===== src/rtl/cv32e40p_fetch_aligner_if.sv =====
// Handshake bundle between the prefetch buffer, the fetch aligner and the ID stage.
// The aligner connects through the slave modport; the environment (prefetch
// buffer and ID stage, or a testbench) connects through the master modport.
interface cv32e40p_fetch_aligner_if;
    // prefetch buffer side
    logic        fetch_valid_i;
    logic [31:0] fetch_rdata_i;
    logic        fetch_ready_o;
    // control-flow redirect
    logic        branch_i;
    logic [31:0] branch_addr_i;
    // ID stage side
    logic        id_ready_i;
    logic        instr_valid_o;
    logic [31:0] instr_aligned_o;
    logic        instr_compressed_o;
    logic        instr_misaligned_o;
    logic [31:0] pc_o;

    modport slave (
        input  fetch_valid_i,
        input  fetch_rdata_i,
        output fetch_ready_o,
        input  branch_i,
        input  branch_addr_i,
        input  id_ready_i,
        output instr_valid_o,
        output instr_aligned_o,
        output instr_compressed_o,
        output instr_misaligned_o,
        output pc_o
    );

    modport master (
        output fetch_valid_i,
        output fetch_rdata_i,
        input  fetch_ready_o,
        output branch_i,
        output branch_addr_i,
        output id_ready_i,
        input  instr_valid_o,
        input  instr_aligned_o,
        input  instr_compressed_o,
        input  instr_misaligned_o,
        input  pc_o
    );
endinterface


===== src/rtl/cv32e40p_fetch_aligner.sv =====
// Fetch aligner: turns a stream of word-aligned 32-bit fetch words into a
// stream of 16/32-bit instructions, including 32-bit instructions that straddle
// two words and branch targets at bit-1-set half-word addresses.
module cv32e40p_fetch_aligner #(
    parameter logic [31:0] BOOT_ADDR = 32'h0000_0080
) (
    input  logic                            clk,
    input  logic                            rst,
    cv32e40p_fetch_aligner_if.slave         bus
);

    // ALIGNED: next instruction starts at bit 0 of the current fetch word
    // MIS32  : 32-bit instr = low half of current word + saved half_q
    // MIS16  : saved half_q is a complete compressed instruction
    // BR_MIS : branch landed on upper half; lower half of first word is dropped
    localparam logic [1:0] ALIGNED = 2'd0;
    localparam logic [1:0] MIS32   = 2'd1;
    localparam logic [1:0] MIS16   = 2'd2;
    localparam logic [1:0] BR_MIS  = 2'd3;

    logic [1:0]  state_q, state_d;
    logic [31:0] pc_q, pc_d;
    logic [15:0] half_q, half_d;

    logic        instr_valid;
    logic        fetch_ready;
    logic [31:0] instr;
    logic        compressed;
    logic        misaligned;
    logic        accept;
    logic        hi_is_32;

    // Upper half of the current word begins a 32-bit instruction
    assign hi_is_32 = (bus.fetch_rdata_i[17:16] == 2'b11);

    // Output decode and next-state computation
    always_comb begin
        state_d     = state_q;
        pc_d        = pc_q;
        half_d      = half_q;
        instr_valid = 1'b0;
        fetch_ready = 1'b0;
        instr       = bus.fetch_rdata_i;
        compressed  = 1'b0;
        misaligned  = 1'b0;
        accept      = 1'b0;

        case (state_q)
            ALIGNED: begin
                instr_valid = bus.fetch_valid_i;
                fetch_ready = bus.id_ready_i;
                accept      = bus.fetch_valid_i && bus.id_ready_i;
                if (bus.fetch_rdata_i[1:0] == 2'b11) begin
                    instr = bus.fetch_rdata_i;
                    if (accept) begin
                        pc_d = pc_q + 32'd4;
                    end
                end else begin
                    instr      = {16'h0000, bus.fetch_rdata_i[15:0]};
                    compressed = 1'b1;
                    if (accept) begin
                        half_d  = bus.fetch_rdata_i[31:16];
                        pc_d    = pc_q + 32'd2;
                        state_d = hi_is_32 ? MIS32 : MIS16;
                    end
                end
            end
            MIS32: begin
                instr       = {bus.fetch_rdata_i[15:0], half_q};
                misaligned  = 1'b1;
                instr_valid = bus.fetch_valid_i;
                fetch_ready = bus.id_ready_i;
                accept      = bus.fetch_valid_i && bus.id_ready_i;
                if (accept) begin
                    half_d  = bus.fetch_rdata_i[31:16];
                    pc_d    = pc_q + 32'd4;
                    state_d = hi_is_32 ? MIS32 : MIS16;
                end
            end
            MIS16: begin
                // Instruction is fully buffered; the current word is not needed
                instr       = {16'h0000, half_q};
                compressed  = 1'b1;
                instr_valid = 1'b1;
                fetch_ready = 1'b0;
                accept      = bus.id_ready_i;
                if (accept) begin
                    pc_d    = pc_q + 32'd2;
                    state_d = ALIGNED;
                end
            end
            default: begin // BR_MIS
                if (!hi_is_32) begin
                    instr       = {16'h0000, bus.fetch_rdata_i[31:16]};
                    compressed  = 1'b1;
                    instr_valid = bus.fetch_valid_i;
                    fetch_ready = bus.id_ready_i;
                    accept      = bus.fetch_valid_i && bus.id_ready_i;
                    if (accept) begin
                        pc_d    = pc_q + 32'd2;
                        state_d = ALIGNED;
                    end
                end else begin
                    // Only the first half of a straddling instruction: pop the
                    // word silently and complete it from the next word.
                    instr_valid = 1'b0;
                    fetch_ready = bus.fetch_valid_i;
                    if (bus.fetch_valid_i) begin
                        half_d  = bus.fetch_rdata_i[31:16];
                        state_d = MIS32;
                    end
                end
            end
        endcase

        // Redirect overrides everything; the stale word stays in the buffer
        if (bus.branch_i) begin
            instr_valid = 1'b0;
            fetch_ready = 1'b0;
            pc_d        = {bus.branch_addr_i[31:1], 1'b0};
            half_d      = 16'h0000;
            state_d     = bus.branch_addr_i[1] ? BR_MIS : ALIGNED;
        end

        // Nothing is presented or consumed while in reset
        if (rst) begin
            instr_valid = 1'b0;
            fetch_ready = 1'b0;
        end
    end

    // State, PC and saved half-word registers
    always_ff @(posedge clk) begin
        if (rst) begin
            state_q <= ALIGNED;
            pc_q    <= {BOOT_ADDR[31:1], 1'b0};
            half_q  <= 16'h0000;
        end else begin
            state_q <= state_d;
            pc_q    <= pc_d;
            half_q  <= half_d;
        end
    end

    assign bus.instr_valid_o      = instr_valid;
    assign bus.fetch_ready_o      = fetch_ready;
    assign bus.instr_aligned_o    = instr;
    assign bus.instr_compressed_o = compressed;
    assign bus.instr_misaligned_o = misaligned;
    assign bus.pc_o               = pc_q;

endmodule


===== src/flat_wrapper.sv =====
// flat-port wrapper written by rule: the top's interface ports become plain ports
module cv32e40p_fetch_aligner_flat 
#(
    parameter logic [31:0] BOOT_ADDR = 32'h0000_0080
)
  (clk, rst, bus_fetch_valid_i, bus_fetch_rdata_i, bus_fetch_ready_o, bus_branch_i, bus_branch_addr_i, bus_id_ready_i, bus_instr_valid_o, bus_instr_aligned_o, bus_instr_compressed_o, bus_instr_misaligned_o, bus_pc_o);
  cv32e40p_fetch_aligner_if bus_i ();
  input  logic clk;
  input  logic rst;
  input wire logic [$bits(bus_i.fetch_valid_i)-1:0] bus_fetch_valid_i;
  input wire logic [$bits(bus_i.fetch_rdata_i)-1:0] bus_fetch_rdata_i;
  output wire logic [$bits(bus_i.fetch_ready_o)-1:0] bus_fetch_ready_o;
  input wire logic [$bits(bus_i.branch_i)-1:0] bus_branch_i;
  input wire logic [$bits(bus_i.branch_addr_i)-1:0] bus_branch_addr_i;
  input wire logic [$bits(bus_i.id_ready_i)-1:0] bus_id_ready_i;
  output wire logic [$bits(bus_i.instr_valid_o)-1:0] bus_instr_valid_o;
  output wire logic [$bits(bus_i.instr_aligned_o)-1:0] bus_instr_aligned_o;
  output wire logic [$bits(bus_i.instr_compressed_o)-1:0] bus_instr_compressed_o;
  output wire logic [$bits(bus_i.instr_misaligned_o)-1:0] bus_instr_misaligned_o;
  output wire logic [$bits(bus_i.pc_o)-1:0] bus_pc_o;
  assign bus_i.fetch_valid_i = bus_fetch_valid_i;
  assign bus_i.fetch_rdata_i = bus_fetch_rdata_i;
  assign bus_fetch_ready_o = bus_i.fetch_ready_o;
  assign bus_i.branch_i = bus_branch_i;
  assign bus_i.branch_addr_i = bus_branch_addr_i;
  assign bus_i.id_ready_i = bus_id_ready_i;
  assign bus_instr_valid_o = bus_i.instr_valid_o;
  assign bus_instr_aligned_o = bus_i.instr_aligned_o;
  assign bus_instr_compressed_o = bus_i.instr_compressed_o;
  assign bus_instr_misaligned_o = bus_i.instr_misaligned_o;
  assign bus_pc_o = bus_i.pc_o;
  cv32e40p_fetch_aligner #(.BOOT_ADDR(BOOT_ADDR)) u_core (.clk(clk), .rst(rst), .bus(bus_i));
endmodule

===== config.mk =====
export PLATFORM = sky130hd
export DESIGN_NAME = cv32e40p_fetch_aligner_flat
export DESIGN_NICKNAME = d
export VERILOG_FILES = /design/src/rtl/cv32e40p_fetch_aligner_if.sv /design/src/rtl/cv32e40p_fetch_aligner.sv /design/src/flat_wrapper.sv
export SDC_FILE = /design/constraint.sdc
export NUM_CORES = 1
export LEC_CHECK = 0
export ABC_AREA = 1
export CELL_PAD_IN_SITES_DETAIL_PLACEMENT = 0
export CELL_PAD_IN_SITES_GLOBAL_PLACEMENT = 2
export CORE_AREA = 2 2 137 166
export CTS_CLUSTER_SIZE = 12
export DETAILED_ROUTE_END_ITERATION = 7
export DIE_AREA = 0 0 139 168
export GPL_TIMING_DRIVEN = 0
export PLACE_DENSITY = 0.86
export SLEW_MARGIN = 20
export SYNTH_ARGS = -nofsm -noshare
export SYNTH_HDL_FRONTEND = slang
export SYNTH_SLANG_ARGS = --single-unit

===== constraint.sdc =====
create_clock -name clk -period 2.3 [get_ports clk]
set_clock_uncertainty 0.05 [all_clocks]
set_input_delay 0.575 -clock clk [delete_from_list [all_inputs] [get_ports clk]]
set_output_delay 0.575 -clock clk [all_outputs]
set_load 0.01 [all_outputs]

# Word-level counts from Yosys, hierarchy flattened
# Cells that the tools add are included.
# Widths: inputs -> output; s select.
[classes] add_sub_neg=2 n_mul=0 div=0 order_cmp=0 n_eq_ne=11 shift=0 mux=37 bitwise=1 reduce_logical=11
[ops] cell="$mux 32" count=8
[ops] cell="$pmux 32 s3" count=2
[ops] cell="$mux 16" count=4
[ops] cell="$pmux 16 s3" count=1
[ops] cell="$add 32x2->32 const B" count=1
[ops] cell="$add 32x3->32 const B" count=1
[ops] cell="$mux 2" count=9
[ops] cell="$mux 1" count=9
[ops] cell="$reduce_and 4->1" count=2
[ops] cell="$eq 2x2->1 const B" count=3
[ops] cell="$ne 3x3->1 const B" count=2
[ops] cell="$ne 6x6->1 const B" count=1
[ops] cell="$pmux 2 s3" count=1
[ops] cell="$reduce_bool 3->1" count=2
[ops] cell="$reduce_bool 6->1" count=1
[ops] cell="$ne 5x5->1 const B" count=1
[ops] cell="$ne 2x2->1 const B" count=2
[ops] cell="$ne 4x4->1 const B" count=1
[ops] cell="$pmux 1 s2" count=2
[ops] cell="$reduce_and 2->1" count=2
[ops] cell="$reduce_or 2->1" count=2
[ops] cell="$pmux 1 s3" count=1
[ops] cell="$eq 2x1->1 const B" count=1
[ops] cell="$logic_not 2->1" count=1
[ops] cell="other kinds (2)" count=2
[totals] register_bits=50 latchBits=0 ramBits=0 romBits=0 input_bits=69 output_inout_bits=68 n_memories=0

# Logic depth before layout (Yosys ltp)
[depth] ltp_word=6 mapped_depth=14 depth_no_buf=14

# Worst setup path after synthesis
# Ideal clock, no wire load.
[synth_timing] path_kind="input to output" start="input port bus_branch_i" end="output port bus_instr_valid_o" arrival_time_ns=1.697 required_time_ns=1.675 setup_slack_ns=-0.022 path_stages=5 n_path_buf=2 path_cell_list="inv_1 clkbuf_1 nand2_1 clkbuf_1 a211oi_1"
[synth_between] elab_chain_cells=2
[synth_rtl] element="from (decl)" line_no="flat_wrapper.sv:13" source="input wire logic [$bits(bus_i.branch_i)-1:0] bus_branch_i;"
[synth_rtl] element="$mux 1" line_no="cv32e40p_fetch_aligner.sv:117" source="if (bus.branch_i) begin"
[synth_rtl] element="$mux 1" line_no="cv32e40p_fetch_aligner.sv:126" source="if (rst) begin"
[synth_rtl] element="to (decl)" line_no="flat_wrapper.sv:16" source="output wire logic [$bits(bus_i.instr_valid_o)-1:0] bus_instr_valid_o;"
# No other way between the ends.

# Worst setup path in the final report
[layout_timing] start="register u_core.state_q[0]" end="output port bus_instr_aligned_o[0]"
[layout_between] elab_chain_cells=2
[layout_rtl] element="from (decl)" line_no="cv32e40p_fetch_aligner.sv:21" source="logic [1:0] state_q, state_d;"
[layout_rtl] element="from (signal assigned)" line_no="cv32e40p_fetch_aligner.sv:139" source="state_q <= state_d;"
[layout_rtl] element="$eq 2x2->1, or another cell as far along" line_no="cv32e40p_fetch_aligner.sv:48" source="case (state_q)"
[layout_rtl] element="$pmux 32 s3 (*)" line_no="cv32e40p_fetch_aligner.sv:48"
[layout_rtl] element="to (decl)" line_no="flat_wrapper.sv:17" source="output wire logic [$bits(bus_i.instr_aligned_o)-1:0] bus_instr_aligned_o;"
# Every way passes the cells marked *; elsewhere a longest branch is shown, timed or not.

==> summary.md <==
| Metric | Value |
|---|---|
| Status | finished, violations left |
| Violated checks | setup timing |
| CP dominant cell by count | buf_6 |
| Post-DP HPWL | 19.6 mm |
| Unrepaired setup endpoints after global routing | true |
| Hold crit path type | reg -> reg |
| Switching part of the total | 0.470 |
| Post-synthesis mux area share | 0 |
| Drc violations | 0 |
| Maximum fanout along the worst path | 4 |
| Syn Std Cell Area | 5330 um2 |
| Initial Util | 0.243 |
| Worst path cell trace | inv_4 > ha_4 > buf_6 > nor2_4 > buf_6 > nor2_1 > a211oi_2 > a21oi_1 > buf_2 |
| Syn Nets | between 1,000 and 1,500 |
| Total grt overflow | 0 |
| CTS sink count | 49 |
| Part of the cycle the worst path needs | 1.07 |
| Vias in the first global route | roughly 7,000 |
| WL per Instance | 18.9 um |
| Number of synthesized flops with an enable pin | 0 |
| DR vias | 7,140 |
| XOR/XNOR Fraction of Synth Area | 0.0148 |
| Via/cell ratio | 5.03 |
| Critical Path AT | about 1.8 ns |
| Met3 wire length | 1.40 mm |
| CTS Buf Count | 5 |
| Slowest CP cell | dfxtp_4 |
| Metal-1 WL | 11.0 mm |
| Top-count cell post-synth | nand2_1 |
| First-pass GRT wire length | just over 40 mm |
| Pin count of the biggest net entering global routing | 16 |
| Die Ht | 168 um |
| Ys flop type | dfxtp_1 |
| Root Driver | clkbuf_16 |
| Row cnt | 60 |
| Adder-cell share of the synthesized area | 0.0141 |
| Tightest Pin Transition | between 0.7 and 0.8 ns |
| Setup crit end kind | primary output |
| Clock Latency Late Sink | 0.31 ns |
| R2R Setup Slk | ~0.13 ns |
| Pwr Total | 4930 uW |
| Largest cells by area after synthesis | nand2_1 (20%), dfxtp_1 (18%), nor2_1 (9.1%) |
| Static leakage | 0.00328 uW |
| DR iter-0 viols | 482 |
| Clock tree buffer depth | 2 |
| #FFs+latches synth | 49 |
| Slew Limit Fails | 0 |
| Post-Layout Cell Count | between 1,000 and 1,500 |
| Drt pass-1 iters | 5 |
| WL met2 | 13.5 mm |
| MaxCap Viol Count | 0 |
| Register Area | 997 um2 |
| Net Switching | 2320 uW |
| Antenna violations before repair | 0 |
| Max Used Layer | met4 |
| Register area share after synthesis | 0.184 |
| Largest family of logic cells by synthesized area | simple AND/OR/NAND/NOR gates |
| Clock slew at reported path FFs | 0.08 ns |
| Max frequency | 407 MHz |
| Simple-gate share of the synthesized area | 0.448 |
| Setup violations, final | 33 |
| Sequential power share | 0.238 |
| Post-synth ARST share | 0 |
| Fillcell total | 2,457 |
| Max H-tree Level | 2 |
| Area of the multi-input gates | 4080 um2 |
| Die Area | roughly 23,000 um2 |
| Synth warn | 0 |
| Netlist cell types | 40 |
| Cts-stage hold buffer count | 0 |
| Placed Cells | 1,382 |
| Ant. Diodes | 0 |
| Peak supply drop | 0.000318 V |
| Layout Utilization | 0.361 |
| Slowest stage delay, CP | 0.38 ns |
| Clock power share | 0.169 |
| Cell accounting for the most synthesized area | nand2_1 |
| Final hold vios | 0 |
| Post-synthesis compound-gate area fraction | 0.213 |
| Gpl congestion | around 0.94 |
| Internal power | 2610 uW |
| Critical Path RT | 1.67 ns |
| PwrDens | between 600 and 700 nW/um2 |
| Gr usage total | 0.220 |
| Placed inst area | 7020 um2 |
| Critical path startpoint category | register |
| IO Pins | 137 |
| Mapped Avg Cell Area | about 5.5 um2 |
| Synthesis-to-layout area growth | 48.2% |
| Slew margin rel. | 0.495 |
| Port Buffers | 133 |
| Post-route cell area | ~8000 um2 |
| Die Wd | 139 um |
| CTS tree | built |
| Antenna Violating Nets Remaining | 0 |
| Min Tclk post-route | 2.46 ns |
| Total wire length | 26.8 mm |
| Layout cells sized above 1 | 0.204 |
| Share of the synthesized area in the top cell type | 0.198 |
| CP Class | reg -> out |
| Nets | approximately 1,200 |
| Cells after Synth | 970 |
| Comb pwr share | 0.593 |
| Final setup margin | -0.157 ns |
| Core area | 21,900 um2 |
| Synth top cells by count | nand2_1 (281), nor2_1 (129), inv_1 (113) |
| Hold_ws | 0.420 ns |
-- per-layer routing --
metal  global-route usage  vias to the layer above
met2                0.402                      252
li1                     -                     3535
met5                    0                        -
met4               0.0812                        0
met3               0.0330                       57
met1                0.260                     3296
-- placed cells by master (no fill, tap or decap), drive strengths merged, types with 15 or more instances in the layout --
cell           count
clkbuf            28
clkdlybuf4s50     90
nor2             144
o22ai             31
o221ai            15
nand3             75
a21oi             46
o21ai             64
inv              117
nand4             22
buf               86
a211oi            18
dfxtp             49
nand2            292
-- area by class of cell --
cell class | instances | area share
Tap cell | 279 | 0.0442
Clock buffer | 6 | 0.0176
Buffer | 44 | 0.0527
Multi-Input combinational cell | 756 | 0.516
Sequential cell | 49 | 0.126
Timing Repair Buffer | 162 | 0.180
Inverter | 121 | 0.0613
Clock inverter | 2 | 0.00174
-- worst max-delay path: cells and delay by family, from the launching register on --
kind	cells	cell delay [ns]
flops	1	0.38
fa+ha+maj	1	0.15
simple gates	2	0.27
buf+inv	4	0.48
compound gates	2	0.24
-- flip-flops by register name, indices dropped and copies added (netlist names) --
| name | flops |
|---|---|
| u_core.bus.pc_o | 31 |
| u_core.half_q | 16 |
| u_core.state_q | 2 |
-- cell families after synthesis --
kind of cell,count (synthesis)
and+or+nand+nor,549
DFF,49
buffers and inverters,166
AOI/OAI and AO/OA,190
other,1
xor gates and xnor gates,9
adders and majority gates,6
-- per-stage QoR --
stage          setup slack (ns)  TNS [ns]
5_1_grt                  -0.225     -4.68
3_5_place_dp              -1.86    -66.40
6_report                 -0.157     -2.43
2_1_floorplan            0.0403         0
3_3_place_gp              -1.88    -67.26
4_1_cts                  -0.129     -1.88
-- final timing paths --
check,cells after the start,endpoint,startpoint
setup / recovery,9,bus_instr_aligned_o[0],u_core.state_q[0]
hold reg to reg,2,u_core.half_q[7],u_core.half_q[7]
setup reg to reg,14,u_core.bus.pc_o[8],u_core.state_q[1]
hold / removal,2,u_core.half_q[7],u_core.half_q[7]
-- what timing repair did --
item	CTS	global route
endpoints found under the setup margin	82	59
gates resized for setup	284	65
gates cloned	4	2
buffers inserted	22	2
pin swaps	4	11
-- power groups by stage --
| stage | Sequential (uW) | Combinational (uW) | Clock, uW |
|---|---|---|---|
| global placement | 1170 | 2490 | 0 |
| CTS | 1160 | 2750 | 857 |
| global route | 1190 | 3150 | 887 |
| floorplan | 1130 | 1340 | 0 |
| detailed placement | 1170 | 2490 | 0 |
| finish | 1170 | 2930 | 833 |
Note: power is estimated with default switching activity, not from simulation.
